==> src/rtl/state_update_pkg.sv <==
// state_update_pkg: shared constants and FSM encoding for the Euler state updater.
package state_update_pkg;
    localparam int N_ADDRESS = 5;
    localparam int DEFAULT_FRAC_BITS = 16;
    typedef enum logic [2:0] {
        S_IDLE, S_LOAD_N, S_LATCH_N, S_READ_X, S_READ_DX, S_CALC, S_WRITE, S_DONE
    } state_t;
endpackage

==> src/rtl/state_update_fx_multiply.sv <==
// fx_multiply: combinational signed fixed-point multiply, truncated to WORD_SIZE with overflow flag.
module fx_multiply #(
    parameter int WORD_SIZE = 32,
    parameter int FRAC_BITS = 16
) (
    input  logic [WORD_SIZE-1:0] i_a,
    input  logic [WORD_SIZE-1:0] i_b,
    output logic [WORD_SIZE-1:0] o_p,
    output logic                 o_ovf
);
    logic signed [2*WORD_SIZE-1:0] w_full;
    logic signed [2*WORD_SIZE-1:0] w_shift;
    // Low 2W bits of the product are identical for signed and unsigned operands once sign-extended.
    assign w_full  = {{WORD_SIZE{i_a[WORD_SIZE-1]}}, i_a} * {{WORD_SIZE{i_b[WORD_SIZE-1]}}, i_b};
    assign w_shift = w_full >>> FRAC_BITS;
    assign o_p     = w_shift[WORD_SIZE-1:0];
    assign o_ovf   = !(&w_full[2*WORD_SIZE-1:FRAC_BITS+WORD_SIZE-1] || ~|w_full[2*WORD_SIZE-1:FRAC_BITS+WORD_SIZE-1]);
endmodule

==> src/rtl/state_update.sv <==
// state_update: one explicit-Euler pass x[i] += h*dx[i] over a vector in single-port memory.
module state_update
    import state_update_pkg::*;
#(
    parameter int WORD_SIZE     = 32,
    parameter int ADDRESS_WIDTH = 16,
    parameter int FRAC_BITS     = DEFAULT_FRAC_BITS
) (
    input  logic                     clk,
    input  logic                     rst,
    input  logic                     start,
    input  logic [WORD_SIZE-1:0]     step_in,
    input  logic [ADDRESS_WIDTH-1:0] x_address,
    input  logic [ADDRESS_WIDTH-1:0] dx_address,
    output logic                     memory_read,
    output logic                     memory_write,
    output logic [ADDRESS_WIDTH-1:0] memory_address,
    input  logic [WORD_SIZE-1:0]     memory_data_in,
    output logic [WORD_SIZE-1:0]     memory_data_out,
    output logic                     busy,
    output logic                     done,
    output logic                     overflow
);
    state_t r_state, w_next;
    logic [WORD_SIZE-1:0] r_h, r_n, r_i, r_x, r_prod;
    logic [ADDRESS_WIDTH-1:0] r_xb, r_dxb;
    logic r_ovf;
    logic [WORD_SIZE-1:0] w_mul, w_sum;
    logic w_mul_ovf, w_add_ovf, w_last;
    logic [ADDRESS_WIDTH-1:0] w_xa, w_dxa;

    fx_multiply #(.WORD_SIZE(WORD_SIZE), .FRAC_BITS(FRAC_BITS)) u_mul (
        .i_a(r_h),
        .i_b(memory_data_in),
        .o_p(w_mul),
        .o_ovf(w_mul_ovf)
    );

    assign w_sum     = r_x + r_prod;
    assign w_add_ovf = (r_x[WORD_SIZE-1] == r_prod[WORD_SIZE-1]) && (w_sum[WORD_SIZE-1] != r_x[WORD_SIZE-1]);
    assign w_last    = (r_i + WORD_SIZE'(1)) == r_n;
    assign w_xa      = r_xb + r_i[ADDRESS_WIDTH-1:0];
    assign w_dxa     = r_dxb + r_i[ADDRESS_WIDTH-1:0];
    assign busy      = r_state != S_IDLE;
    assign done      = r_state == S_DONE;
    assign overflow  = r_ovf;

    always_comb begin
        w_next          = r_state;
        memory_read     = 1'b0;
        memory_write    = 1'b0;
        memory_address  = '0;
        memory_data_out = '0;
        case (r_state)
            S_IDLE:    w_next = start ? S_LOAD_N : S_IDLE;
            S_LOAD_N: begin
                memory_read    = 1'b1;
                memory_address = ADDRESS_WIDTH'(N_ADDRESS);
                w_next         = S_LATCH_N;
            end
            S_LATCH_N: w_next = (memory_data_in == '0) ? S_DONE : S_READ_X;
            S_READ_X: begin
                memory_read    = 1'b1;
                memory_address = w_xa;
                w_next         = S_READ_DX;
            end
            S_READ_DX: begin
                memory_read    = 1'b1;
                memory_address = w_dxa;
                w_next         = S_CALC;
            end
            S_CALC:    w_next = S_WRITE;
            S_WRITE: begin
                memory_write    = 1'b1;
                memory_address  = w_xa;
                memory_data_out = w_sum;
                w_next          = w_last ? S_DONE : S_READ_X;
            end
            S_DONE:    w_next = S_IDLE;
            default:   w_next = S_IDLE;
        endcase
    end

    always_ff @(posedge clk) begin
        if (rst) begin
            r_state <= S_IDLE;
            r_h     <= '0;
            r_n     <= '0;
            r_i     <= '0;
            r_x     <= '0;
            r_prod  <= '0;
            r_xb    <= '0;
            r_dxb   <= '0;
            r_ovf   <= 1'b0;
        end else begin
            r_state <= w_next;
            case (r_state)
                S_IDLE: if (start) begin
                    r_h   <= step_in;
                    r_xb  <= x_address;
                    r_dxb <= dx_address;
                    r_ovf <= 1'b0;
                    r_i   <= '0;
                end
                S_LATCH_N: r_n <= memory_data_in;
                S_READ_DX: r_x <= memory_data_in;
                S_CALC: begin
                    r_prod <= w_mul;
                    r_ovf  <= r_ovf | w_mul_ovf;
                end
                S_WRITE: begin
                    r_i   <= r_i + WORD_SIZE'(1);
                    r_ovf <= r_ovf | w_add_ovf;
                end
                default: ;
            endcase
        end
    end
endmodule
==> config.mk <==
export PLATFORM = sky130hd
export DESIGN_NAME = state_update
export DESIGN_NICKNAME = d
export VERILOG_FILES = /design/src/rtl/state_update_pkg.sv /design/src/rtl/state_update_fx_multiply.sv /design/src/rtl/state_update.sv
export SDC_FILE = /design/constraint.sdc
export NUM_CORES = 2
export LEC_CHECK = 0
export ABC_AREA = 0
export CAP_MARGIN = 20
export CORE_MARGIN = 2
export CORE_UTILIZATION = 50
export CTS_BUF_LIST = sky130_fd_sc_hd__clkbuf_2
export DETAILED_ROUTE_END_ITERATION = 7
export DONT_BUFFER_PORTS = 1
export SLEW_MARGIN = 20
export SYNTH_ARGS = -nofsm -noshare
export SYNTH_HDL_FRONTEND = slang
export SYNTH_SLANG_ARGS = --single-unit
==> constraint.sdc <==
create_clock -name clk -period 14.6 [get_ports clk]
set_input_delay 2.92 -clock clk [delete_from_list [all_inputs] [get_ports clk]]
set_output_delay 2.92 -clock clk [all_outputs]
set_load 0.01 [all_outputs]
== Yosys cells after proc, flatten, opt, wreduce, memory -nomap -nowiden ==
Cells that the tools add are included.
Operators by class
  add/sub/neg operators: 4
  multiply operators: 1
  equal/unequal tests: 11
  mux-type cells: 12
  bitwise logic cells: 2
  reduce and logical (&&, ||, !) cells: 16
Operator list (count)
  $mul A32 B32 Y64: 1
  $mux W32: 2
  $pmux W32 S2: 1
  $pmux W16 S3: 1
  $add A16 B16 Y16: 2
  $add A32 B1 Y32 const B: 1
  $add A32 B32 Y32: 1
  $eq A32 B32 Y1: 1
  $logic_not A32 Y1: 1
  $pmux W3 S8: 1
  $reduce_and A17 Y1: 1
  $reduce_or A17 Y1: 1
  $eq A3 B3 Y1 const B: 4
  $eq A3 B2 Y1 const B: 2
  $mux W3: 2
  $reduce_and A2 Y1: 3
  $reduce_bool A3 Y1: 2
  $mux W1: 4
  $eq A3 B1 Y1 const B: 1
  $logic_not A3 Y1: 1
  $pmux W1 S3: 1
  $reduce_or A3 Y1: 1
  $logic_not A1 Y1: 2
  $ne A2 B2 Y1 const B: 1
  other kinds (7): 8
Word-level totals
  flip-flop bits (word level): 196
  bits of input ports: 99
  output and inout bits: 53
  logic and storage cells: 55

== Depth between registers and ports, before layout ==
  depth in word-level cells: 7
  gate-level depth with buffers: 34
  gate-level depth less buffers: 31

== Cells and area by module ==
A second synthesis with hierarchy kept.
Second synthesis, totals
  cell total of the unflattened synthesis: 5425
  area total of the unflattened synthesis: 47687.0 µm²
Modules (own cells, without submodules)
  fx_multiply: times used 1, cells an instance 3878, area each 36344.9 µm², seq. area each 0.0 µm²
  state_update: times used 1, cells an instance 1547, area each 11342.1 µm², seq. area each 3923.8 µm²

== Worst setup path after synthesis ==
OpenSTA, ideal clock, no wires.
  kind: input to register
  start: input memory_data_in[5]
  end: register r_ovf (netlist: overflow)
  library setup time: 0.116 ns
  arrival: 11.617 ns
  data required time: 14.484 ns
  path slack: 2.867 ns
  stages: 31
  path buffers: 2
  cell sequence: clkbuf_1 -> clkbuf_1 -> nand2_1 -> inv_1 -> fa_1 -> inv_1 -> fa_1 -> inv_1 -> fa_1 -> fa_1 -> inv_1 -> fa_1 -> fa_1 -> fa_1 -> fa_1 -> inv_1 -> ha_1 -> a21o_1 -> a21o_1 -> a21o_1 -> or3b_2 -> a31o_2 -> a31o_2 -> o31ai_1 -> a21oi_1 -> xnor2_1 -> nand4_1 -> nor4_1 -> nor4b_1 -> or4b_1 -> a31o_1
On the way
  word-level cells in the longest chain between the ends: 7
  elaborated cells on any way between the ends: 8
  those cells by class: 1 x mul; 1 x mux; 1 x bitwise; 5 x reduce/logical
Ends and longest elaborated chain
  start: declaration: line state_update.sv:18  | input logic [WORD_SIZE-1:0] memory_data_in,
  $mul A32 B32 Y64 *: line state_update_fx_multiply.sv:14  | assign w_full = {{WORD_SIZE{i_a[WORD_SIZE-1]}}, i_a} * {{WORD_SIZE{i_b[WORD_SIZE-1]}}, i_b};
  $reduce_or A17 Y1: line state_update_fx_multiply.sv:17  | assign o_ovf = !(&w_full[2*WORD_SIZE-1:FRAC_BITS+WORD_SIZE-1] || ~|w_full[2*WORD_SIZE-1:FRAC_BITS+WORD_SIZE-1] ...
  $logic_not A1 Y1: line state_update_fx_multiply.sv:17
  $logic_or A1 B1 Y1 *: line state_update_fx_multiply.sv:17
  $logic_not A1 Y1 *: line state_update_fx_multiply.sv:17
  $or A1 B1 Y1 *: line state_update.sv:109  | r_ovf <= r_ovf | w_mul_ovf;
  $pmux W1 S3 *: line state_update.sv:97  | case (r_state)
  end signal: assignment: line state_update.sv:109
  end signal: assignment: line state_update.sv:113  | r_ovf <= r_ovf | w_add_ovf;
  end: declaration: line state_update.sv:27  | logic r_ovf;
Every way passes the cells marked *; elsewhere a longest branch is shown, timed or not.
A chain may end at the register's enable or synchronous reset.

== Final worst setup path ==
  start: input memory_data_in[2]
  end: register r_ovf (netlist: overflow)
Same word-level chain as after synthesis.

==> impl_metrics.env <==
export IMPL_core_area_sq_um=91500
export IMPL_wirelength_um=128000
export IMPL_criticalPathCategory="input port to register"
export IMPL_critPathLaunch="memory_data_in[2]"
export IMPL_drc=0
export IMPL_grt_pass1_vias=36600
export IMPL_cts_buffers=17
export IMPL_crit_arrival_ns=11.90
export IMPL_finalMaxSlewViolations=0
export IMPL_die_h_um=308
export IMPL_drive_gt1_share_pct=1.93
export IMPL_die_w_um=308
export IMPL_post_cts_setup_buffer_count=0
export IMPL_fin_skew_ns=0.110
export IMPL_max_freq_ghz=0.0921
export IMPL_hold_viol=0
export IMPL_crit_end="overflow"
export IMPL_yosys_cell_types_count=70
export IMPL_worstSetupEndpointType="register"
export IMPL_antenna_found_initial=3
export IMPL_critPathSlowestCell="fa_1"
export IMPL_port_buffers=0
export IMPL_hp_start="r_xb[7]"
export IMPL_netlist_area_sq_um=46100
export IMPL_drtIter0Drc=2157
export IMPL_required_ns=15.64
export IMPL_postRouteAntennaNets=0
export IMPL_setup_viol=0
export IMPL_synth_seq_area_share_pct=8.51
export IMPL_yosys_area_top_type_share_pct=47.0
export IMPL_dp_hpwl_um=95400
export IMPL_cts_resized_gates=0
export IMPL_num_rows=111
export IMPL_synthCells=5255
export IMPL_finalInstanceArea_sq_um=47100
export IMPL_nFillCells=8694
export IMPL_vias=33900
export IMPL_syn_avg_cell_area_sq_um=8.78
export IMPL_synthArstFlopShare_pct=0
export IMPL_worstHoldPathType="register to register"
export IMPL_fin_crit_ns=10.86
export IMPL_clk_path_buf_depth=2
export IMPL_cts_hold_buffers=0
export IMPL_r2r_start="r_h[31]"
export IMPL_syn_num_nets=6664
export IMPL_rsz0062_at_grt="false"
export IMPL_yosys_warnings=0
export IMPL_reg2reg_to="overflow"
export IMPL_drv_cap=0
export IMPL_start_util_pct=50.4
export IMPL_overflow=0
export IMPL_slew_headroom_pct=31.1
export IMPL_worst_pin_slew_ns=1.01
export IMPL_crit_top_cell="fa_1"
export IMPL_cts_htree_levels=4
export IMPL_clk_latency_ns=1.18
export IMPL_grt_max_degree=198
export IMPL_clkSinkCount=196
export IMPL_ioPinCount=152
export IMPL_use_met1_pct=36.4
export IMPL_met3_usage_pct=3.54
export IMPL_grt_pass1_wl_um=207000
export IMPL_worst_setup_path_start_kind="input port"
export IMPL_nets=6417
export IMPL_area_growth_pct=2.04
export IMPL_synth_seq_cells=196
export IMPL_routed_via_density=5.46
export IMPL_cts_root_buf="clkbuf_2"
export IMPL_worstPathMaxFanout=35
export IMPL_r2r_cells=28
export IMPL_synth_edf_count=0
export IMPL_status="finished, final reports clean"
export IMPL_track_usage_pct=28.4
export IMPL_rrSetupSlack_ns=4.78
export IMPL_placed_area_sq_um=46800
export IMPL_placedCellCount=6175
export IMPL_cts_tree="done"
export IMPL_final_cells=6214
export IMPL_ys_flop_type="dfxtp_1"
export IMPL_setup_tns_final_ns=0
export IMPL_grt_busiest_layer="met2"
export IMPL_post_drt_wl_per_cell_um=20.5
export IMPL_gp_congestion=0.883
export IMPL_drt_pass1_iter_count=6
export IMPL_dieArea_sq_um=94700
export IMPL_gr_usage_met2_pct=50.3
export IMPL_yosys_area_top_type="fa_1"
export IMPL_finalCritPeriodShare_pct=74.3
export IMPL_crit_path_max_incr_delay_ns=0.88
export IMPL_ys_top_cells_by_area="fa_1 47%, dfxtp_1 8.5%, inv_1 7.9%, nand2_1 7.5%, and2_1 7.1%"
export IMPL_clk_pin_slew_ns=0.42
worst min-delay path by stage:
stage | to | cells past startpoint
after floorplan | r_prod[0] | 2
after global placement | r_xb[10] | 2
after detailed placement | r_xb[11] | 2
after CTS | r_dxb[14] | 2
after global routing | r_xb[13] | 2
final | r_xb[7] | 2
metrics by stage:
step           setup slack (ns)  utilization, %  hold slack (ns)
2_1_floorplan              2.87               -            0.436
3_3_place_gp               2.71            51.1            0.438
3_5_place_dp               2.60            51.1            0.443
4_1_cts                    3.94            51.4            0.465
5_1_grt                    3.29            51.4            0.478
6_report                   3.74            51.4            0.470
final cells by class:
type / instances / area [sq um] / share of cell area, %
Multi-Input combinational cell: 3785 / 37400 / 79.5
Sequential cell: 196 / 3930 / 8.35
Inverter: 968 / 3630 / 7.72
Tap cell: 1186 / 1480 / 3.15
Timing Repair Buffer: 40 / 300 / 0.638
Clock inverter: 15 / 186 / 0.396
Clock buffer: 17 / 85.1 / 0.181
Antenna cell: 7 / 17.5 / 0.0372
cell usage after synthesis (all sizes together), types with 21 or more instances:
cell,instances
a21oi,267
nand4,21
nor3,35
nand3,32
ha,227
and2,522
inv,967
nor2,184
xor2,42
o21ai,82
clkbuf,302
nand2b,23
a21o,44
nand2,918
fa,1083
xnor2,103
dfxtp,196
cell families after synthesis:
logic type | after synthesis | share of synthesized area [%]
AOI/OAI and AO/OA | 507 | 6.51
xor gates and xnor gates | 145 | 2.75
adders and majority gates | 1310 | 53.2
buffers and inverters | 1274 | 10.4
DFF | 196 | 8.51
muxes | 6 | 0.138
and+or+nand+nor | 1817 | 18.6
cell usage in the layout, fill, tap and decap left out, types with 4 or more instances in the layout:
master / synthesis / layout
a211oi_1: 11 / 11
a21boi_0: 12 / 12
a21o_1: 44 / 44
a21oi_1: 267 / 267
a22oi_1: 13 / 13
a31oi_1: 14 / 14
and2_1: 522 / 520
and3_1: 20 / 20
buf_4: 0 / 40
clkbuf_2: 0 / 17
dfxtp_1: 196 / 192
dfxtp_2: 0 / 4
diode_2: 0 / 7
fa_1: 1083 / 1083
ha_1: 227 / 227
inv_1: 967 / 967
inv_6: 0 / 6
nand2_1: 918 / 917
nand2b_1: 23 / 23
nand3_1: 32 / 31
nand4_1: 21 / 21
nor2_1: 184 / 184
nor2b_1: 17 / 17
nor3_1: 35 / 35
nor4_1: 20 / 20
o21a_1: 9 / 9
o21ai_0: 79 / 79
o21bai_1: 17 / 17
or3_1: 8 / 8
xnor2_1: 103 / 103
xor2_1: 42 / 42
flip-flops by register name, indices dropped and copies added (netlist names):
name,flops
r_h,32
r_i,32
r_n,32
r_prod,32
r_x,32
r_dxb,16
r_xb,16
r_state,3
overflow,1
layer usage:
metal / share of wire, % / up-vias
met5: 0 / -
met4: 2.9 / 0
met3: 5.2 / 221
met2: 51 / 912
met1: 41 / 17700
li1: - / 15100
critical path: cells and delay by family:
family	cells	cell delay (ns)
and+or+nand+nor	6	1.63
buffers and inverters	3	0.79
xor gates and xnor gates	1	0.19
AOI/OAI and AO/OA	8	1.39
adders and majority gates	9	4.94
Power is left out: the tool's default activity adds up to more than one toggle a clock period on the data nets, which glitch-free logic cannot reach.
